[src/rtl/ddr3_ctrl_pkg.sv]
// Shared command/request types for the CPU-side path into the DDR3 controller.
package ddr3_ctrl_pkg;

    localparam int DEF_ADDR_W = 27;  // row 14 + bank 3 + col 10
    localparam int DEF_DATA_W = 64;

    typedef enum logic {
        CMD_RD = 1'b0,
        CMD_WR = 1'b1
    } cmd_e;

    typedef struct packed {
        cmd_e                  cmd;
        logic [DEF_ADDR_W-1:0] addr;
        logic [DEF_DATA_W-1:0] wdata;
    } req_t;

endpackage

[src/rtl/sync_fifo.sv]
// Single-clock show-ahead FIFO: rdata always presents the head entry.
module sync_fifo #(
    parameter int WIDTH = 8,
    parameter int DEPTH = 8
) (
    input  logic                     clk,
    input  logic                     rst_n,
    input  logic                     push,
    input  logic [WIDTH-1:0]         wdata,
    input  logic                     pop,
    output logic [WIDTH-1:0]         rdata,
    output logic [$clog2(DEPTH):0]   count,
    output logic                     full,
    output logic                     empty
);

    localparam int PTR_W = $clog2(DEPTH);
    localparam int CNT_W = PTR_W + 1;

    logic [WIDTH-1:0] mem [DEPTH];
    logic [PTR_W-1:0] wr_ptr;
    logic [PTR_W-1:0] rd_ptr;
    logic             do_push;
    logic             do_pop;

    assign full    = (count == CNT_W'(DEPTH));
    assign empty   = (count == '0);
    assign do_push = push && !full;
    assign do_pop  = pop && !empty;
    assign rdata   = mem[rd_ptr];

    always_ff @(posedge clk) begin
        if (do_push) begin
            mem[wr_ptr] <= wdata;
        end
    end

    // Pointers wrap naturally because DEPTH is a power of two.
    always_ff @(posedge clk or negedge rst_n) begin
        if (!rst_n) begin
            wr_ptr <= '0;
            rd_ptr <= '0;
            count  <= '0;
        end else begin
            if (do_push) wr_ptr <= wr_ptr + PTR_W'(1);
            if (do_pop)  rd_ptr <= rd_ptr + PTR_W'(1);
            case ({do_push, do_pop})
                2'b10:   count <= count + CNT_W'(1);
                2'b01:   count <= count - CNT_W'(1);
                default: count <= count;
            endcase
        end
    end

endmodule

[src/rtl/cpu_req_queue.sv]
// In-order CPU request buffer in front of the DDR3 controller with a cap on
// in-flight reads and a one-cycle registered read-data return path.
module cpu_req_queue
    import ddr3_ctrl_pkg::*;
#(
    parameter int ADDR_W = DEF_ADDR_W,
    parameter int DATA_W = DEF_DATA_W,
    parameter int DEPTH  = 8,
    parameter int MAX_RD = 4
) (
    input  logic                        i_cpu_ck,
    input  logic                        i_cpu_rst_n,
    input  logic                        i_req_valid,
    output logic                        o_req_ready,
    input  logic                        i_req_cmd,
    input  logic [ADDR_W-1:0]           i_req_addr,
    input  logic [DATA_W-1:0]           i_req_wdata,
    output logic                        o_ctl_valid,
    input  logic                        i_ctl_ready,
    output logic                        o_ctl_cmd,
    output logic [ADDR_W-1:0]           o_ctl_addr,
    output logic [DATA_W-1:0]           o_ctl_wdata,
    input  logic                        i_ctl_rvalid,
    input  logic [DATA_W-1:0]           i_ctl_rdata,
    output logic                        o_cpu_rvalid,
    output logic [DATA_W-1:0]           o_cpu_rdata,
    output logic [$clog2(DEPTH):0]      o_count,
    output logic [$clog2(MAX_RD):0]     o_rd_outstanding,
    output logic                        o_error
);

    localparam int RO_W = $clog2(MAX_RD) + 1;
    localparam logic [RO_W-1:0] RD_CAP = RO_W'(MAX_RD);

    typedef struct packed {
        cmd_e              cmd;
        logic [ADDR_W-1:0] addr;
        logic [DATA_W-1:0] wdata;
    } entry_t;

    entry_t            in_entry;
    entry_t            head;
    logic              full;
    logic              empty;
    logic              push;
    logic              pop;
    logic              head_is_rd;
    logic              rd_pop;
    logic              rd_ret;
    logic [RO_W-1:0]   rd_out_p1;
    logic              error_p1;
    logic              cpu_rvalid_p1;
    logic [DATA_W-1:0] cpu_rdata_p1;

    assign in_entry.cmd   = cmd_e'(i_req_cmd);
    assign in_entry.addr  = i_req_addr;
    assign in_entry.wdata = i_req_wdata;

    assign o_req_ready = !full;
    assign push        = i_req_valid && o_req_ready;

    sync_fifo #(
        .WIDTH ($bits(entry_t)),
        .DEPTH (DEPTH)
    ) u_fifo (
        .clk   (i_cpu_ck),
        .rst_n (i_cpu_rst_n),
        .push  (push),
        .wdata (in_entry),
        .pop   (pop),
        .rdata (head),
        .count (o_count),
        .full  (full),
        .empty (empty)
    );

    // A capped read at the head stalls everything behind it to keep order strict.
    assign head_is_rd  = (head.cmd == CMD_RD);
    assign o_ctl_valid = !empty && !(head_is_rd && (rd_out_p1 == RD_CAP));
    assign pop         = o_ctl_valid && i_ctl_ready;
    assign o_ctl_cmd   = head.cmd;
    assign o_ctl_addr  = head.addr;
    assign o_ctl_wdata = head.wdata;

    assign rd_pop = pop && head_is_rd;
    assign rd_ret = i_ctl_rvalid && (rd_out_p1 != '0);

    // Stage p1: read accounting, sticky error and registered return path.
    always_ff @(posedge i_cpu_ck or negedge i_cpu_rst_n) begin
        if (!i_cpu_rst_n) begin
            rd_out_p1     <= '0;
            error_p1      <= 1'b0;
            cpu_rvalid_p1 <= 1'b0;
            cpu_rdata_p1  <= '0;
        end else begin
            case ({rd_pop, rd_ret})
                2'b10:   rd_out_p1 <= rd_out_p1 + RO_W'(1);
                2'b01:   rd_out_p1 <= rd_out_p1 - RO_W'(1);
                default: rd_out_p1 <= rd_out_p1;
            endcase
            if (i_ctl_rvalid && (rd_out_p1 == '0)) begin
                error_p1 <= 1'b1;
            end
            cpu_rvalid_p1 <= i_ctl_rvalid;
            if (i_ctl_rvalid) begin
                cpu_rdata_p1 <= i_ctl_rdata;
            end
        end
    end

    assign o_rd_outstanding = rd_out_p1;
    assign o_error          = error_p1;
    assign o_cpu_rvalid     = cpu_rvalid_p1;
    assign o_cpu_rdata      = cpu_rdata_p1;

endmodule

[config.mk]
export PLATFORM = sky130hd
export DESIGN_NAME = cpu_req_queue
export DESIGN_NICKNAME = d
export VERILOG_FILES = /design/src/rtl/ddr3_ctrl_pkg.sv /design/src/rtl/sync_fifo.sv /design/src/rtl/cpu_req_queue.sv
export SDC_FILE = /design/constraint.sdc
export NUM_CORES = 1
export LEC_CHECK = 0
export BUFFER_PORTS_ARGS = -buffer_cell sky130_fd_sc_hd__buf_2
export CAP_MARGIN = 20
export CORE_MARGIN = 10
export CORE_UTILIZATION = 41
export CTS_CLUSTER_DIAMETER = 60
export DETAILED_ROUTE_END_ITERATION = 12
export PLACE_DENSITY = 0.7
export SETUP_SLACK_MARGIN = 0.5
export SYNTH_ARGS = -nofsm -noshare
export SYNTH_HDL_FRONTEND = slang
export SYNTH_SLANG_ARGS = --single-unit
[constraint.sdc]
create_clock -name i_cpu_ck -period 21.5 [get_ports i_cpu_ck]
set_clock_uncertainty 0.15 [all_clocks]
set_input_delay 4.3 -clock i_cpu_ck [delete_from_list [all_inputs] [get_ports i_cpu_ck]]
set_output_delay 4.3 -clock i_cpu_ck [all_outputs]
set_load 0.01 [all_outputs]
# == After elaboration in Yosys (flattened, before gate mapping) ==
# Memories as Yosys holds them, arrays and structs flattened.
# Cells that the tools add are included.
# op_classes
n_reduce_logical,17
n_eq_ne,6
bitwise_logic,1
n_mux,4
add_sub_neg,6
# op_table
operator,count
"3-bit by 1-bit adder with 3-bit output, second input constant",3
1-bit logical AND,9
4-bit one-hot mux with 2 select lines,1
3-bit one-hot mux with 2 select lines,1
"4-bit by 1-bit adder with 4-bit output, second input constant",1
"2-bit by 1-bit equality test with 1-bit output, second input constant",2
"2-bit equality test, second input constant",2
"4-bit equality test, second input constant",1
4-bit zero test,1
2-bit nonzero test,2
"4-bit by 1-bit subtractor with 4-bit output, second input constant",1
"3-bit equality test, second input constant",1
1-bit zero test,3
3-bit zero test,1
3-bit nonzero test,1
"3-bit by 1-bit subtractor with 3-bit output, second input constant",1
1-bit two-way mux,2
1-bit NOT,1
# word_totals
ramBits,736
n_memories,1
wordCells,42
input_bits,161
output_inout_bits,167
reg_bits,79
# mem_list
name,depth,width,read_ports,rd_clocked_by_memory_dff,wr,line,source
u_fifo.mem,8,92,1,0,1,sync_fifo.sv:20,logic [WIDTH-1:0] mem [DEPTH];

# == Logic depth before layout (Yosys ltp) ==
# An unclocked memory read counts as a cell.
# logic_depth
depth_word,9
mapped_depth,10
depth_no_buf,9

# == Cells and area by module ==
# A second synthesis with hierarchy kept.
# unflattened
hier_cells,1292
area_unflattened_um2,31067.3
# modules_own_cells
mod,seq_area_each_um2,instances,area_per_inst_um2,cells_per_inst
sync_fifo,22351.4,1,28267.1,1131
cpu_req_queue,1726.7,1,2800.2,161

# == Worst setup path after synthesis ==
# OpenSTA, ideal clock, no wires.
# synth_path
path_type,input port to flip-flop
startpoint,input port i_req_valid
endpoint,memory u_fifo.mem[0][0] (netlist name) (enable)
path_buffers,0
path_stages,3
path_slack_ps,9762
t_arrival_ps,10932
setup_ps,655
required_time_ps,20695
cell_sequence,nand2_1 or2_2 nor3_1
# synth_between
elab_chain_len,4
# synth_rtl
element,line,source
from (decl),cpu_req_queue.sv:13,"input logic i_req_valid,"
1-bit logical AND,cpu_req_queue.sv:60,assign push = i_req_valid && o_req_ready;
1-bit logical AND,sync_fifo.sv:28,assign do_push = push && !full;
1-bit two-way mux,sync_fifo.sv:33,if (do_push) begin
1-bit two-way mux (not written as such),sync_fifo.sv:34,mem[wr_ptr] <= wdata;
to (decl),sync_fifo.sv:20,
# No other way between the ends.

# == Worst setup path in the final report ==
# layout_path
startpoint,register u_fifo.rd_ptr[0]
endpoint,output port o_ctl_wdata[33]
# layout_between
elab_chain_len,1
# layout_rtl
element,line,source
from (decl),sync_fifo.sv:22,logic [PTR_W-1:0] rd_ptr;
from (signal assigned),sync_fifo.sv:46,if (do_pop) rd_ptr <= rd_ptr + PTR_W'(1);
memory 8 x 92 bit,-,
to (decl),cpu_req_queue.sv:22,"output logic [DATA_W-1:0] o_ctl_wdata,"
# No other way between the ends.

==> impl_results.md <==
* Starting utilization of the core area at 0.413
* Cell family with the largest share of critical-path delay: buffers and inverters
* CP Max Fanout at 49
* Startpoint of the most critical register-to-register path: u_fifo.rd_ptr[0]
* Cell area after placement at 33,600 um^2
* Number of DRC markers in iteration 0 at 865
* Routed wire length at 65,200 um
* Timing-limited maximum frequency at 126 MHz
* Core area at 74,300 um^2
* Data arrival time of the critical path at 3.50 ns
* Area growth from synthesis to layout at 18.5%
* Min-Delay Endpoint: o_error
* Die height at 294 um
* Number of iterations in the first detailed-routing pass at 5
* Endpoint of the worst-slack reg-to-reg timing path: u_fifo.count[3]
* Root buffer selected by CTS: clkbuf_16
* Net Switching at 1.43 mW
* Total I/O pin count at 328
* Max cap viols at 0
* Relative contribution of sequential cells to total power at 0.429
* Register-to-register setup slack at 18.02 ns
* Run status: finished, final reports clean
* Via-per-instance ratio at 5.23
* Full die area at 86,200 um^2
* Clock net sink count at 815
* Final estimated routing congestion in global placement at 0.748
* Post-DP HPWL at 37,300 um
* Class of the worst hold path: register to register
* Post-synth net total at 1,447
* CTS buffer count at 87
* Routed wirelength normalized by instance count at 24.1 um
* Initial antenna violation count at 10
* Die outline width at 294 um
* Proportion of layout cells with a drive suffix above 1 at 0.479
* Antenna-violating nets left at 0
* H-Tree Level Count at 3
* Start point of the worst min-delay path: o_error
* Distinct cell type count after synthesis at 30
* Ratio of final minimum period to clock period at 0.370
* Global-route congestion overflow total at 0
* Synthesized area at 30,700 um^2
* DRC at 0
* Cell count after placement at 2,541
* Clock tree buffer depth at 3
* Worst path depth at 4
* Worst setup SP type: register
* Cell Rows at 100
* Fin crit period at 7.95 ns
* Port buffer count at 327
* Count of hold-fix buffers inserted at cts at 0
* Worst path buffer plus inverter count at 2
* Number of cells upsized or downsized after cts at 0
* Number of standard cells in the layout, taps in and fillers out at 2,702
* Number of standard cells after synthesis at 1,278
* Layout filler cell count at 6,001
* Via Count at 14,124
* Final setup violating endpoints at 0
* Relative max-transition margin at 0.292
* Leakage power summed over all cells at 12.4 nW
* Pwr per Cell Area at 135 nW/um^2
* Final Hold Fails at 0
* Logic pwr share at 0.278
* TritonCTS clock tree: built
* Pin count of the biggest net entering global routing at 106
* Per-instance average area after synthesis at 24.0 um^2
* Tot GR Track Use at 0.150
* Setup Crit Path Kind: register to output pin
* Clk pwr share at 0.293
* Unrepaired setup endpoints after global routing: false
* Worst path required time at 17.05 ns
* Worst IR drop on VDD at 0.108 mV
* Depth of the worst register-to-register path at 9
* Slew at the pin closest to its max-slew limit at 1.06 ns
* Count of nets after finishing at 1,831
* Part of the Yosys area used for sequential elements at 0.784
* Cell type of the slowest stage on the worst timing path: buf_4
* Final standard cell area without fillers at 36,400 um^2
* Clock transition at the register clock pins on the worst setup and hold paths after CTS at 0.05 ns
* Count of final max-slew check failures at 0
* Number of storage elements in the synthesis netlist at 815
* Clock latency reported for the late side of the worst-skew pair at 0.62 ns
* Synth warnings at 0
* Internal power of the cells at 3.48 mW
* Crit-path max cell delay at 0.89 ns
* Number of buffers inserted by post-CTS setup repair at 0
* Worst hold stages at 1
* Worst hold slack at 0.321 ns
* Wire length of the first global-routing pass at 97,600 um
* Cell chain of the critical path: buf_4 > mux4_2 > mux2_2 > buf_2
* Sort of element at the end of the critical path: output pin
* Switching fraction of total power at 0.291
* Via count of the first global-routing pass at 15,376
* Final setup TNS at 0 ns
-- kinds of logic after synthesis --
family          after synthesis  share of synthesized area
xor+xnor                      9                    0.00257
compound gates                6                    0.00155
flops                       815                      0.784
buf+inv                      65                    0.00893
mux                         345                      0.194
simple gates                 30                    0.00473
fa+ha+maj                     8                    0.00375
-- how the worst max path moves through the flow --
stage | start | end
after floorplan | i_req_valid | u_fifo.mem[0][0]
after global placement | u_fifo.rd_ptr[0] | o_ctl_wdata[32]
after detailed placement | u_fifo.rd_ptr[0] | o_ctl_wdata[32]
after CTS | u_fifo.rd_ptr[0] | o_ctl_wdata[17]
after global routing | u_fifo.rd_ptr[0] | o_ctl_wdata[17]
final | u_fifo.rd_ptr[0] | o_ctl_wdata[33]
-- cells in the mapped netlist, drive strengths merged --
| cell type | number | share of area |
|---|---|---|
| edfxtp | 736 | 0.72 |
| mux4 | 184 | 0.13 |
| mux2 | 158 | 0.058 |
| dfrtp | 79 | 0.064 |
| clkbuf | 37 | 0.0045 |
| buf | 22 | 0.0037 |
| nor2 | 11 | 0.0013 |
| ha | 6 | 0.0024 |
| inv | 6 | 0.00073 |
| nand2 | 5 | 0.00061 |
| xnor2 | 5 | 0.0014 |
| xor2 | 4 | 0.0011 |
| mux2i | 3 | 0.00098 |
| nand3 | 3 | 0.00049 |
| nor3 | 3 | 0.00049 |
| a21o | 2 | 0.00049 |
| fa | 2 | 0.0013 |
| nand2b | 2 | 0.00041 |
| nor2b | 2 | 0.00041 |
| a21oi | 1 | 0.00016 |
| nand3b | 1 | 0.00024 |
| nor4 | 1 | 0.00020 |
| o211ai | 1 | 0.00024 |
| o21a | 1 | 0.00049 |
| o21ai | 1 | 0.00016 |
| or2 | 1 | 0.00020 |
| or4b | 1 | 0.00033 |
-- layout make-up --
type	instances	area (um^2)	area share
sequential	815	24100	0.662
multi-input combinational	398	6400	0.176
clock buffer	116	2330	0.0639
timing repair buffer	354	1870	0.0515
tap	969	1210	0.0333
clock inverter	42	459	0.0126
inverter	6	22.5	0.000619
antenna	2	5.00	0.000138
-- per-stage QoR --
stage	total power, mW	worst slack (ns)	util
final	4.90	13.55	0.490
after global placement	3.52	14.12	0.452
after floorplan	3.04	9.76	-
after global routing	5.15	13.24	0.490
after CTS	5.00	13.41	0.489
after detailed placement	3.54	14.08	0.452
-- registers in the layout (all words and copies together), names as in the netlist --
register / count
o_rd_outstanding: 3
o_cpu_rvalid: 1
o_error: 1
o_cpu_rdata: 64
u_fifo.rd_ptr: 3
u_fifo.wr_ptr: 3
u_fifo.count: 4
u_fifo.mem: 736
-- power by group through the flow --
| stage | clock network [mW] | registers (mW) | logic [mW] |
|---|---|---|---|
| finish | 1.44 | 2.10 | 1.36 |
| global route | 1.55 | 2.13 | 1.48 |
| CTS | 1.48 | 2.11 | 1.41 |
| detailed placement | 0 | 2.14 | 1.40 |
| global placement | 0 | 2.12 | 1.39 |
| floorplan | 0 | 2.09 | 0.952 |
-- worst reg2reg max path, stage by stage, from the launching register on --
cell and delay [ns]:
dfrtp_4 0.87, mux4_2 0.60, mux2_4 0.30, o21a_4 0.25, ha_1 0.26, ha_1 0.28
a21o_1 0.17, a21oi_1 0.17, mux2i_1 0.23, xnor2_1 0.14
-- placed cells by master (no fill, tap or decap), drive strengths merged, types with 2 or more instances in the layout --
cell type,count
edfxtp,736
buf,354
mux4,184
mux2,158
clkbuf,116
dfrtp,79
clkinv,25
inv,16
nor2,11
ha,6
nand2,5
xnor2,5
bufinv,5
xor2,4
nand3,3
mux2i,3
nor3,3
diode,2
nor2b,2
nand2b,2
a21o,2
fa,2
clkinvlp,2
-- layer usage --
layer	part of all wire	vias up	routed length, um	GRT usage
li1	-	6136	-	-
met1	0.39	7497	25600	0.183
met3	0.065	90	4260	0.0380
met5	0.0015	-	100	0
met2	0.52	385	34100	0.260
met4	0.016	16	1070	0.0462
(Power assumes the default switching activity.)
